`src/rtl/mux_scan_pkg.sv`:
```
// Shared types and helpers for the channel scan controller.
// No logic of its own; constants and a pure function only.
// No flow control.
package mux_scan_pkg;

    typedef enum logic {
        S_IDLE = 1'b0,
        S_SCAN = 1'b1
    } state_t;

    localparam int CH_NUM = 4;
    localparam int CH_W   = 2;

    // Lowest enabled channel whose index is >= from.
    // Result is {found, channel}; found=0 means no such channel remains.
    function automatic logic [CH_W:0] next_enabled_ch(input logic [CH_NUM-1:0] mask,
                                                      input logic [CH_W:0]     from);
        logic [CH_W:0] res;
        res = '0;
        for (int i = CH_NUM - 1; i >= 0; i--) begin
            if (mask[i] && (i >= int'(from))) begin
                res = {1'b1, CH_W'(i)};
            end
        end
        return res;
    endfunction

endpackage

```
`src/rtl/dwell_counter.sv`:
```
// Dwell counter: counts 0..DWELL-1 while enabled, wrap marks the last cycle.
// Latency: wrap is combinational from the count register and en.
// No flow control; clr overrides en.
module dwell_counter #(
    parameter int DWELL = 4
) (
    input  logic clk,
    input  logic rst,
    input  logic clr,
    input  logic en,
    output logic wrap
);

    localparam int            CW   = (DWELL > 1) ? $clog2(DWELL) : 1;
    localparam logic [CW-1:0] LAST = CW'(DWELL - 1);

    logic [CW-1:0] cnt;

    assign wrap = en && (cnt == LAST);

    // Count up while enabled, fold back to zero on the last dwell cycle.
    always_ff @(posedge clk) begin
        if (rst || clr) begin
            cnt <= '0;
        end else if (en) begin
            cnt <= wrap ? '0 : cnt + CW'(1);
        end
    end

endmodule

```
`src/rtl/mux_scan_ctrl.sv`:
```
// Channel scan controller: snapshots din, then steps valid across channels with flag high.
// Latency: all outputs registered; start/stop take effect on the next cycle.
// No backpressure; optional channel mask via MUX_SCAN_MASK_EN.
module mux_scan_ctrl
    import mux_scan_pkg::*;
#(
    parameter int DWELL = 4
) (
    input  logic            clk,
    input  logic            rst,
    input  logic            start,
    input  logic            stop,
    input  logic            cont,
    input  logic [3:0]      din,
`ifdef MUX_SCAN_MASK_EN
    input  logic [3:0]      mask,
`endif
    output logic [3:0]      data,
    output logic [CH_W-1:0] valid,
    output logic            flag,
    output logic            frame_done
);

    state_t            state, state_nxt;
    logic [3:0]        data_nxt;
    logic [CH_W-1:0]   valid_nxt;
    logic              flag_nxt;
    logic              fd_nxt;
    logic              wrap;

    // Channel selection helpers: capture channel, last-channel test, advance.
    logic              cap_ok;
    logic [CH_W-1:0]   cap_ch;
    logic              last_ch;
    logic [CH_W-1:0]   adv_ch;

`ifdef MUX_SCAN_MASK_EN
    logic [CH_NUM-1:0] mask_q, mask_nxt;
    logic [CH_W:0]     first_in;
    logic [CH_W:0]     next_cur;

    assign first_in = next_enabled_ch(mask, '0);
    assign next_cur = next_enabled_ch(mask_q, {1'b0, valid} + (CH_W+1)'(1));
    assign cap_ok   = first_in[CH_W];
    assign cap_ch   = first_in[CH_W-1:0];
    assign last_ch  = !next_cur[CH_W];
    assign adv_ch   = next_cur[CH_W-1:0];
`else
    assign cap_ok   = 1'b1;
    assign cap_ch   = '0;
    assign last_ch  = (valid == CH_W'(CH_NUM - 1));
    assign adv_ch   = valid + CH_W'(1);
`endif

    // Counter runs only while scanning; idle and stop hold it at zero.
    dwell_counter #(.DWELL(DWELL)) u_dwell (
        .clk  (clk),
        .rst  (rst),
        .clr  ((state == S_IDLE) || stop),
        .en   (state == S_SCAN),
        .wrap (wrap)
    );

    // Next-state and next-output logic; stop outranks frame end and recapture.
    always_comb begin
        state_nxt = state;
        data_nxt  = data;
        valid_nxt = valid;
        flag_nxt  = flag;
        fd_nxt    = 1'b0;
`ifdef MUX_SCAN_MASK_EN
        mask_nxt  = mask_q;
`endif
        case (state)
            S_IDLE: begin
                flag_nxt  = 1'b0;
                valid_nxt = '0;
                if (start && !stop && cap_ok) begin
                    data_nxt  = din;
                    valid_nxt = cap_ch;
                    flag_nxt  = 1'b1;
                    state_nxt = S_SCAN;
`ifdef MUX_SCAN_MASK_EN
                    mask_nxt  = mask;
`endif
                end
            end
            S_SCAN: begin
                if (stop) begin
                    state_nxt = S_IDLE;
                    flag_nxt  = 1'b0;
                    valid_nxt = '0;
                end else if (wrap) begin
                    if (last_ch) begin
                        fd_nxt = 1'b1;
                        if (cont && cap_ok) begin
                            data_nxt  = din;
                            valid_nxt = cap_ch;
`ifdef MUX_SCAN_MASK_EN
                            mask_nxt  = mask;
`endif
                        end else begin
                            state_nxt = S_IDLE;
                            flag_nxt  = 1'b0;
                            valid_nxt = '0;
                        end
                    end else begin
                        valid_nxt = adv_ch;
                    end
                end
            end
            default: begin
                state_nxt = S_IDLE;
                flag_nxt  = 1'b0;
                valid_nxt = '0;
            end
        endcase
    end

    // State and output registers.
    always_ff @(posedge clk) begin
        if (rst) begin
            state      <= S_IDLE;
            data       <= '0;
            valid      <= '0;
            flag       <= 1'b0;
            frame_done <= 1'b0;
`ifdef MUX_SCAN_MASK_EN
            mask_q     <= '0;
`endif
        end else begin
            state      <= state_nxt;
            data       <= data_nxt;
            valid      <= valid_nxt;
            flag       <= flag_nxt;
            frame_done <= fd_nxt;
`ifdef MUX_SCAN_MASK_EN
            mask_q     <= mask_nxt;
`endif
        end
    end

endmodule
```
`config.mk`:
```
export PLATFORM = sky130hd
export DESIGN_NAME = mux_scan_ctrl
export DESIGN_NICKNAME = d
export VERILOG_FILES = /design/src/rtl/mux_scan_pkg.sv /design/src/rtl/dwell_counter.sv /design/src/rtl/mux_scan_ctrl.sv
export SDC_FILE = /design/constraint.sdc
export NUM_CORES = 1
export LEC_CHECK = 0
export CORE_MARGIN = 2
export CORE_UTILIZATION = 40
export DETAILED_ROUTE_END_ITERATION = 12
export PLACE_DENSITY = 0.74
export SLEW_MARGIN = 20
export SYNTH_ARGS = -nofsm -noshare
export SYNTH_HDL_FRONTEND = slang
export SYNTH_SLANG_ARGS = --single-unit
```
`constraint.sdc`:
```
create_clock -name clk -period 1.2 [get_ports clk]
set_input_delay 0.24 -clock clk [delete_from_list [all_inputs] [get_ports clk]]
set_output_delay 0.24 -clock clk [all_outputs]
set_load 0.02 [all_outputs]
```
==> results.toml <==
[clock_tree]
clk_path_buf_depth = 2
clk_pin_slew_ns = 0.07
clock-sinks = 11
cts_setup_buffers = 0
htree_levels = 1
cts_buffers = 3
clock_latency_ns = 0.27
ctsRootBufferMaster = "clkbuf_4"
holdBufCountCts = 0
cts_tree = "done"

[timing]
hold_viol = 0
slew_headroom = 0.773
finalSetupViolations = 0
slew_violations = 0
skew_ns = 0.00629
fmax_ghz = 0.872
period_share = 0.956
min_period_ns = 1.15
worstMarginPinSlew_ns = 0.340

[finish]
final_layout_size_suffix_gt1_frac = 0.346
final_cells = 96
ff_latch_area_um2 = 224
antennaDiodeCount = 0
synthToLayoutAreaGrowth_pct = 49.5
fillers = 120
multi_input_area_um2 = 375
nets = 94

[global_routing]
grt_max_degree = 18
antenna_found_initial = 0
grt_pass1_wl_mm = 1.99
first_global_vias = 465
grt.overflow.total = 0
grt_util_all_layers = 0.152

[outcome]
status = "finished clean"

[logic_synthesis]
synth.avg_cell_area_um2 = 10.3
yosys.area_share.adder = 0.0651
synth_cell_types = 20
synth_compound_area_frac = 0.148
syn_nets = 68
synthesis.area_um2 = 577
synth_top_family_by_area = "simple AND/OR/NAND/NOR gates"
yosys.area.top_type = "dfxtp_1"
synthCells = 56
synthXorXnorAreaFrac = 0
synth-warning-count = 0
ys_seq_area_frac = 0.382
synth-seq-cells = 11
synth_area_leaders = "dfxtp_1, ha_1, nand3b_1"
synth_top_area_frac = 0.382
synth_mux_area_frac = 0.0347
yosys.area_share.simple = 0.310

[pwr]
p_seq_frac = 0.492
clockPowerShare = 0.325
switching_power_w = 0.000200
power_density_nw_per_um2 = 914
total_power_w = 0.000788
power.leakage_nw = 0.330
vdd_drop_max_mv = 0.559
combPwrFrac = 0.184
switching_share = 0.254
p_int_w = 0.000587

[route]
vias_per_cell = 5.29
wire_per_inst_um = 13.2
antenna_left = 0
dr_total_vias = 508
drc_errors = 0
drtIter0Drc = 8
dr.pass1.iters = 4
routed_wl_mm = 1.27

[floorplan]
io-pin-count = 17
start_util = 0.438
rows = 13
chipHeight_um = 42.0
die_area_um2 = 1760
die_x_um = 42.0
core_um2 = 1320

[setup_path]
rrSetupSlack_ns = 0.07
worstSetupPathType = "input port to flip-flop"
endpoint_kind = "flip-flop"
worstPathRequired_ns = 1.34
cp_max_fo = 17
cp.arrival_ns = 1.29
crit_path_start_kind = "input port"

[place]
dp_hpwl_um = 871
gp_congestion = 0.776
io_buffers = 16
place_inst = 92

[hold_path]
hp-class = "flip-flop to flip-flop"

[run]
drv_cap = 0
## logic make-up after synthesis
kind of cell,count (synthesis)
mux,2
simple gates,26
buf+inv,4
flops,11
fa+ha+maj,3
compound gates,10
## layout by cell type (no fill, tap or decap), drive strengths merged, types with 2 or more instances in the layout
| master | Yosys | routed |
|---|---|---|
| nand2 | 3 | 3 |
| clkdlybuf4s15 | 0 | 3 |
| ha | 3 | 3 |
| o311ai | 4 | 4 |
| nor2 | 5 | 5 |
| nand4b | 4 | 4 |
| o31a | 4 | 4 |
| clkbuf | 0 | 8 |
| clkdlybuf4s50 | 0 | 7 |
| dlygate4sd2 | 0 | 2 |
| nand2b | 5 | 5 |
| a21boi | 2 | 2 |
| buf | 4 | 9 |
| dfxtp | 11 | 11 |
| mux2i | 2 | 2 |
| nand3b | 5 | 5 |
## path summary, 6_finish.rpt
kind	to	cells after the start	start
setup reg to reg	data[3]	4	valid[0]
setup / recovery	data[2]	5	rst
hold / removal	u_dwell.cnt[0]	1	u_dwell.cnt[0]
hold reg to reg	u_dwell.cnt[0]	1	u_dwell.cnt[0]
## synthesized netlist by cell type (all sizes together)
cell	instances
o311ai	4
dfxtp	11
nand2b	5
mux2i	2
nand3b	5
nor3b	1
nand3	1
buf	4
o31a	4
ha	3
a21boi	2
nor2	5
nor3	1
nand4b	4
nand2	3
nand4	1
## repair_timing
action	4_1_cts	5_1_grt
setup endpoints to repair	10	13
pin swaps	0	3
gates resized for setup	13	17
## sequential cells by signal, summed over array words and instances, names as in the netlist
name / flops
flag: 1
data: 4
frame_done: 1
u_dwell.cnt: 2
state: 1
valid: 2
## routing by layer
layer  vias to the layer above  global-route usage  share of wire
li1                        258                   -              -
met1                       236               0.167           0.45
met2                        12               0.238           0.49
met3                         2              0.0517          0.054
met4                         0               0.116         0.0063
met5                         -                   0              0
## power by group through the flow
stage	Combinational [W]	Clock (W)	Sequential, W
detailed placement	0.000143	0	0.000395
global route	0.000155	0.000285	0.000389
floorplan	0.0000539	0	0.000409
global placement	0.000140	0	0.000395
finish	0.000145	0.000256	0.000388
CTS	0.000136	0.000266	0.000387
## area by class of cell
class,instances,area share
multi-input combinational,41,0.435
sequential,11,0.260
timing repair buffer,25,0.253
clock buffer,4,0.0305
tap,15,0.0218
## worst max-delay path: stages
cell             delay, ns
clkdlybuf4s50_1       0.51
buf_12                0.15
nand3b_1              0.12
o31a_1                0.16
o311ai_2              0.10
## metrics by stage
stage	TNS, ns	utilization	hold slack (ns)	setup WS, ns	area [um2]
CTS	0	0.631	0.453	0.00980	831
global placement	-1.94	0.610	0.417	-0.265	803
detailed placement	-2.22	0.610	0.441	-0.284	803
finish	0	0.654	0.418	0.0529	862
global route	-0.000546	0.654	0.444	-0.000546	862
floorplan	0	-	0.406	0.0476	579
Power figures use the tool's default switching activity.
